==> config.mk <==
export PLATFORM = sky130hd
export DESIGN_NAME = calc_unit
export DESIGN_NICKNAME = d
export VERILOG_FILES = /design/src/rtl/calc_unit.sv
export SDC_FILE = /design/constraint.sdc
export NUM_CORES = 2
export LEC_CHECK = 0
export CAP_MARGIN = 30
export CORE_ASPECT_RATIO = 1.4
export CORE_MARGIN = 5
export CORE_UTILIZATION = 65
export CTS_CLUSTER_DIAMETER = 100
export CTS_CLUSTER_SIZE = 28
export DETAILED_ROUTE_END_ITERATION = 10
export GPL_TIMING_DRIVEN = 1
export PLACE_DENSITY = 0.84
export SLEW_MARGIN = 10
export SYNTH_ARGS = -nofsm -noshare
export SYNTH_HDL_FRONTEND = slang
export SYNTH_SLANG_ARGS = --single-unit
==> constraint.sdc <==
create_clock -name clock -period 11.73 [get_ports clock]
set_input_delay 1.173 -clock clock [delete_from_list [all_inputs] [get_ports clock]]
set_output_delay 1.173 -clock clock [all_outputs]
set_load 0.01 [all_outputs]
==> src/rtl/calc_unit.sv <==
`default_nettype none
// ============================================================================
// Module      : calc_unit
// Description : Eight-digit decimal calculator core. Accepts edge-detected key
//               codes, performs add/subtract/multiply on non-negative integers
//               and drives eight registered 7-segment digit words. The result
//               is converted to BCD with a serial double-dabble engine.
//               Optional macro SEG_ACTIVE_LOW_EN inverts every segment bit for
//               common-anode displays (blank digit becomes 7'h7F).
// Revision    : 1.0 - initial release
// ============================================================================
module calc_unit #(
    parameter int DIGITS = 8,
    parameter int MAXVAL = 99_999_999
) (
    input  logic       clock,
    input  logic       reset,
    input  logic [3:0] cmd,
    output logic [6:0] displays [DIGITS-1:0],
    output logic [1:0] status,
    output logic [2:0] EA,
    output logic [2:0] PE
);

    localparam int c_bw   = $clog2(MAXVAL + 1);   // binary operand width
    localparam int c_pw   = 2 * c_bw;             // product width
    localparam int c_dw   = 4 * DIGITS;           // BCD width
    localparam int c_cntw = $clog2(c_bw);

    localparam logic [c_pw-1:0]   c_max      = c_pw'(MAXVAL);
    localparam logic [c_pw-1:0]   c_negmax   = c_pw'(MAXVAL / 10);
    localparam logic [c_cntw-1:0] c_cnt_last = c_cntw'(c_bw - 1);

    localparam logic [1:0] c_op_add = 2'd0;
    localparam logic [1:0] c_op_sub = 2'd1;
    localparam logic [1:0] c_op_mul = 2'd2;

    localparam logic [6:0] c_seg_minus = 7'h40;
    localparam logic [6:0] c_seg_e     = 7'h79;

    typedef enum logic [2:0] {
        S_ENTER_A = 3'd0,
        S_ENTER_B = 3'd1,
        S_OPERATE = 3'd2,
        S_CONVERT = 3'd3,
        S_RESULT  = 3'd4,
        S_ERROR   = 3'd5
    } state_t;

    state_t              r_state, w_next;
    logic [3:0]          r_prev_cmd;
    logic [c_bw-1:0]     r_a, r_b, r_mag, r_bin;
    logic [c_dw-1:0]     r_a_bcd, r_b_bcd, r_bcd, w_adj;
    logic [1:0]          r_op, w_op_code;
    logic                r_neg, w_neg, w_ovf;
    logic [c_cntw-1:0]   r_cnt;
    logic [c_pw-1:0]     w_a_ext, w_b_ext, w_mag;
    logic                w_accept, w_digit, w_op, w_clear, w_eq;
    logic                w_a_room, w_b_room;
    logic [c_dw-1:0]     w_src;
    logic                w_src_neg, w_err;
    int                  w_msd;
    logic [6:0]          w_seg  [DIGITS-1:0];
    logic [6:0]          r_disp [DIGITS-1:0];

    function automatic logic [6:0] seg7(input logic [3:0] d);
        case (d)
            4'd0:    seg7 = 7'h3F;
            4'd1:    seg7 = 7'h06;
            4'd2:    seg7 = 7'h5B;
            4'd3:    seg7 = 7'h4F;
            4'd4:    seg7 = 7'h66;
            4'd5:    seg7 = 7'h6D;
            4'd6:    seg7 = 7'h7D;
            4'd7:    seg7 = 7'h07;
            4'd8:    seg7 = 7'h7F;
            4'd9:    seg7 = 7'h6F;
            default: seg7 = 7'h00;
        endcase
    endfunction

    // A key is taken once, on the first cycle its code differs from the last one.
    assign w_accept  = (cmd != r_prev_cmd) && (cmd != 4'hF);
    assign w_digit   = w_accept && (cmd <= 4'd9);
    assign w_op      = w_accept && (cmd >= 4'hA) && (cmd <= 4'hC);
    assign w_clear   = w_accept && (cmd == 4'hD);
    assign w_eq      = w_accept && (cmd == 4'hE);
    assign w_op_code = (cmd == 4'hA) ? c_op_add : (cmd == 4'hB) ? c_op_sub : c_op_mul;
    // An operand has room while its top BCD digit is still zero.
    assign w_a_room  = (r_a_bcd[c_dw-1 -: 4] == 4'd0);
    assign w_b_room  = (r_b_bcd[c_dw-1 -: 4] == 4'd0);
    assign w_a_ext   = c_pw'(r_a);
    assign w_b_ext   = c_pw'(r_b);

    // Arithmetic as sign + magnitude, with range check for both signs.
    always_comb begin
        w_mag = '0;
        w_neg = 1'b0;
        case (r_op)
            c_op_add: w_mag = w_a_ext + w_b_ext;
            c_op_sub: begin
                if (w_a_ext >= w_b_ext) begin
                    w_mag = w_a_ext - w_b_ext;
                end else begin
                    w_mag = w_b_ext - w_a_ext;
                    w_neg = 1'b1;
                end
            end
            default:  w_mag = w_a_ext * w_b_ext;
        endcase
        w_ovf = (w_mag > c_max) || (w_neg && (w_mag > c_negmax));
    end

    // Double-dabble add-3 correction applied before each shift.
    always_comb begin
        w_adj = r_bcd;
        for (int i = 0; i < DIGITS; i++) begin
            if (r_bcd[4*i +: 4] >= 4'd5) begin
                w_adj[4*i +: 4] = r_bcd[4*i +: 4] + 4'd3;
            end
        end
    end

    // State register.
    always_ff @(posedge clock or posedge reset) begin
        if (reset) begin
            r_state <= S_ENTER_A;
        end else begin
            r_state <= w_next;
        end
    end

    // Next-state decode; clear overrides every state.
    always_comb begin
        w_next = r_state;
        if (w_clear) begin
            w_next = S_ENTER_A;
        end else begin
            case (r_state)
                S_ENTER_A: if (w_op) w_next = S_ENTER_B;
                S_ENTER_B: if (w_eq) w_next = S_OPERATE;
                S_OPERATE: w_next = w_ovf ? S_ERROR : S_CONVERT;
                S_CONVERT: if (r_cnt == c_cnt_last) w_next = S_RESULT;
                S_RESULT: begin
                    if (w_digit)             w_next = S_ENTER_A;
                    else if (w_op && !r_neg) w_next = S_ENTER_B;
                end
                S_ERROR:   w_next = S_ERROR;
                default:   w_next = S_ENTER_A;
            endcase
        end
    end

    // Operand entry, arithmetic capture and serial BCD conversion.
    always_ff @(posedge clock or posedge reset) begin
        if (reset) begin
            r_prev_cmd <= 4'hF;
            r_a        <= '0;
            r_b        <= '0;
            r_a_bcd    <= '0;
            r_b_bcd    <= '0;
            r_op       <= c_op_add;
            r_mag      <= '0;
            r_neg      <= 1'b0;
            r_bin      <= '0;
            r_bcd      <= '0;
            r_cnt      <= '0;
        end else begin
            r_prev_cmd <= cmd;
            if (w_clear) begin
                r_a     <= '0;
                r_b     <= '0;
                r_a_bcd <= '0;
                r_b_bcd <= '0;
                r_op    <= c_op_add;
                r_mag   <= '0;
                r_neg   <= 1'b0;
                r_bin   <= '0;
                r_bcd   <= '0;
                r_cnt   <= '0;
            end else begin
                case (r_state)
                    S_ENTER_A: begin
                        if (w_digit && w_a_room) begin
                            r_a     <= c_bw'(r_a * 10) + c_bw'(cmd);
                            r_a_bcd <= {r_a_bcd[c_dw-5:0], cmd};
                        end else if (w_op) begin
                            r_op <= w_op_code;
                        end
                    end
                    S_ENTER_B: begin
                        if (w_digit && w_b_room) begin
                            r_b     <= c_bw'(r_b * 10) + c_bw'(cmd);
                            r_b_bcd <= {r_b_bcd[c_dw-5:0], cmd};
                        end
                    end
                    S_OPERATE: begin
                        r_mag <= w_mag[c_bw-1:0];
                        r_neg <= w_neg;
                        r_bin <= w_mag[c_bw-1:0];
                        r_bcd <= '0;
                        r_cnt <= '0;
                    end
                    S_CONVERT: begin
                        {r_bcd, r_bin} <= {w_adj, r_bin} << 1;
                        r_cnt          <= r_cnt + 1'b1;
                    end
                    S_RESULT: begin
                        if (w_digit) begin
                            r_a     <= c_bw'(cmd);
                            r_a_bcd <= c_dw'(cmd);
                            r_b     <= '0;
                            r_b_bcd <= '0;
                        end else if (w_op && !r_neg) begin
                            r_a     <= r_mag;
                            r_a_bcd <= r_bcd;
                            r_op    <= w_op_code;
                            r_b     <= '0;
                            r_b_bcd <= '0;
                        end
                    end
                    default: ;
                endcase
            end
        end
    end

    // Pick the value to show and render it with leading-zero blanking and sign.
    always_comb begin
        w_src     = '0;
        w_src_neg = 1'b0;
        w_err     = 1'b0;
        case (r_state)
            S_ENTER_A: w_src = r_a_bcd;
            S_ENTER_B: w_src = r_b_bcd;
            S_RESULT: begin
                w_src     = r_bcd;
                w_src_neg = r_neg;
            end
            S_ERROR:   w_err = 1'b1;
            default:   ;
        endcase
        w_msd = 0;
        for (int i = 0; i < DIGITS; i++) begin
            if (w_src[4*i +: 4] != 4'd0) w_msd = i;
        end
        for (int i = 0; i < DIGITS; i++) begin
            w_seg[i] = (i <= w_msd) ? seg7(w_src[4*i +: 4]) : 7'h00;
            if (w_src_neg && (i == w_msd + 1)) w_seg[i] = c_seg_minus;
            if (w_err) w_seg[i] = (i == 0) ? c_seg_e : 7'h00;
        end
    end

    // Display register; holds its contents while the core is busy.
    always_ff @(posedge clock or posedge reset) begin
        if (reset) begin
            for (int i = 0; i < DIGITS; i++) begin
                r_disp[i] <= (i == 0) ? 7'h3F : 7'h00;
            end
        end else if ((r_state != S_OPERATE) && (r_state != S_CONVERT)) begin
            r_disp <= w_seg;
        end
    end

    generate
        for (genvar gi = 0; gi < DIGITS; gi++) begin : g_seg
`ifdef SEG_ACTIVE_LOW_EN
            assign displays[gi] = ~r_disp[gi];
`else
            assign displays[gi] = r_disp[gi];
`endif
        end
    endgenerate

    // Status derived from the current state.
    always_comb begin
        case (r_state)
            S_OPERATE, S_CONVERT: status = 2'b01;
            S_ERROR:              status = 2'b10;
            default:              status = 2'b00;
        endcase
    end

    assign EA = r_state;
    assign PE = w_next;

endmodule
`default_nettype wire

==> results.py <==
metrics = {
    "run_status": {
        "run_status": "completed",
    },
    "critical_path": {
        "critPathMaxStageDelay_ns": 0.90,
        "critPathTopFamily": "adder cells",
        "reg2reg_depth": 28,
        "rrSetupSlack_ns": 2.24,
        "crit_path_end_kind": "primary output",
        "reg2reg_from": "r_b[4]$_DFFE_PP0P_",
        "critPathRequiredTime_ns": 10.56,
        "cp.arrival_ns": 10.45,
        "crit_buf_inv": 7,
        "rr_endpoint": "EA[2]$_DFF_PP0_",
        "worstSetupPathType": "reg2out",
        "path_depth": 29,
        "cp_max_fo": 15,
        "cpMostUsedCell": "fa_1",
        "cp_slowest_cell": "o31ai_1",
        "critPathLaunchType": "flip-flop",
    },
    "global_route": {
        "use_met3_pct": 12.79,
        "track_usage_pct": 43.87,
        "grt_overflow": 0,
        "met2_usage_pct": 69.70,
        "antenna_found_initial": 11,
        "grt_max_degree": 132,
        "grt_pass1_vias": 43952,
        "busiest_layer": "met2",
        "grt_first_pass_wirelength_um": 258200,
        "use_met1_pct": 47.44,
    },
    "hold_path": {
        "hold_depth": 2,
        "hold_end": "displays[2]$_DFFE_PP1P_",
        "hp-class": "reg2reg",
        "hp-start": "displays[2]$_DFFE_PP1P_",
    },
    "die": {
        "design.core.area_mm2": 0.07022,
        "die_area_mm2": 0.07615,
        "die_h_um": 324.5,
        "core.rowCount": 115,
        "die_x_um": 234.7,
        "ioPinCount": 70,
        "start_util_pct": 65.41,
    },
    "synth": {
        "synth_top_family_by_area": "adder cells",
        "synth.most_common_cell": "inv_1",
        "synthFlopType": "dfrtp_1",
        "synthMuxAreaShare_pct": 1.422,
        "netlist-cell-type-count": 86,
        "ys_ff_latch": 274,
        "ys_seq_area_share_pct": 14.96,
        "syn_nets": 6637,
        "synth_top_cells_by_count": "inv_1, nand2_1, fa_1",
        "synthAdderAreaFrac_pct": 39.22,
        "synth_xor_area_share_pct": 3.127,
        "synth_compound_area_share_pct": 15.56,
        "syn_inst": 5570,
        "synth_area_leaders": "fa_1, dfrtp_1, ha_1",
        "async_flop_share_pct": 100.0,
        "yosys.area.top_type": "fa_1",
        "yosys.area_share.simple_pct": 15.75,
        "synthesis.area_mm2": 0.04593,
        "yosys.area.top_type_share_pct": 27.50,
        "syn_area_per_cell_um2": 8.246,
        "yosys_warnings": 0,
        "synth_edf_count": 0,
    },
    "clocking": {
        "numCtsBuffers": 13,
        "clock_sinks": 274,
        "clk_pin_slew_ns": 0.13,
        "clockRootBuffer": "clkbuf_16",
        "holdBufCountCts": 0,
        "htree_num_levels": 1,
        "postCtsSetupBuffers": 0,
        "clk-insertion-delay-late_ns": 0.53,
        "cts_tree": "built",
        "clockBufferDepth": 3,
    },
    "final_layout": {
        "drive_above_1_share_pct": 3.942,
        "final_net_count": 6570,
        "area_growth_pct": 5.075,
    },
    "place": {
        "dp_hpwl_um": 132600,
        "gp_congestion": 1.103,
        "io_buffers": 69,
    },
    "timing": {
        "min_period_ns": 11.63,
        "slew-limit-headroom_pct": 21.01,
        "fmax_mhz": 86.01,
        "worstMarginPinSlew_ns": 1.175,
        "slew_violations": 0,
        "rsz0062_at_grt": "false",
        "fin_worst_skew_ns": 0.03126,
        "setup_viol": 0,
        "final-hold-violation-count": 0,
        "finalCritPeriodShare_pct": 99.12,
        "setup_tns_ns": 0,
    },
    "route": {
        "wl_per_cell_um": 26.60,
        "via_per_inst": 6.602,
        "drt-pass1-iter-count": 8,
        "drt_iter0_markers": 4457,
        "ant_nets": 0,
        "drc_errors": 0,
        "wl_um": 171400,
        "dr_total_vias": 42542,
    },
    "job": {
        "drv_cap": 0,
    },
}
[per-stage QoR]
step                hold slack (ns)  worst slack (ns)  utilization (%)  instances  cell area (um2)
floorplan                    0.4502             2.665                -       5570            45930
global placement             0.4616             1.146            67.96       6412            47720
detailed placement           0.4648            0.9689            68.02       6417            47760
CTS                          0.4973            0.4019            68.51       6434            48110
global route                 0.5190           0.05434            68.72       6441            48250
finish                       0.4957            0.1038            68.73       6444            48260
[sequential cells by signal, indices dropped and copies added, names as in the netlist, 2 cells and up]
register    count
displays       56
r_bin          27
r_b            27
r_a            27
r_a_bcd        32
EA              3
r_b_bcd        31
r_bcd          32
r_mag          27
r_cnt           5
r_op            2
r_prev_cmd      4
[worst max-delay path by stage]
stage	start	to
after floorplan	r_b[11]$_DFFE_PP0P_	PE[1]
final	r_b[4]$_DFFE_PP0P_	PE[1]
after CTS	r_b[4]$_DFFE_PP0P_	PE[1]
after global routing	r_b[4]$_DFFE_PP0P_	PE[1]
after global placement	r_b[4]$_DFFE_PP0P_	PE[1]
after detailed placement	r_b[4]$_DFFE_PP0P_	PE[1]
[final cells by class]
class | count | area (um2)
Multi-Input combinational cell | 4079 | 34530
Fill cell | 5692 | 21960
Sequential cell | 274 | 6873
Inverter | 923 | 3476
Timing Repair Buffer | 212 | 1856
Tap cell | 936 | 1171
Clock buffer | 16 | 336.6
Clock inverter | 1 | 8.758
Antenna cell | 3 | 7.507
[cells by family (layout without fill, tap and decap cells)]
family,count (synthesis),after routing
AO/OA/AOI/OAI,1092,1092
XOR/XNOR,164,164
adder cells (fa/ha/maj),1061,1061
buffers and inverters,1217,1152
flip-flops,274,274
multiplexers,65,65
other,0,3
AND/OR/NAND/NOR,1697,1697
[placed cells by master, fill, tap and decap left out, drive strengths merged, types with 102 or more instances in the layout]
| cell | instances |
|---|---|
| nor2 | 507 |
| inv | 909 |
| xnor2 | 102 |
| ha | 430 |
| a21oi | 286 |
| dfrtp | 264 |
| fa | 631 |
| o21ai | 250 |
| buf | 141 |
| nand2 | 819 |
[worst min-delay path, cell delays in order (launching register included)]
cell,delay (ns)
dfstp_2,0.39
nand2_1,0.05
o41ai_1,0.06
[repair_timing]
item / CTS / global route
setup endpoints to repair: 0 / 2
resized for setup: 0 / 2
hold endpoints to repair: 0 / 0
[layer usage]
metal	wire length, um	vias up
met2	76780	3105
met1	53160	20386
met3	20380	1104
met4	20980	12
met5	114	-
li1	-	17935
Power is left out: the tool's default activity adds up to more than one toggle a clock period on the data nets, which glitch-free logic cannot reach.
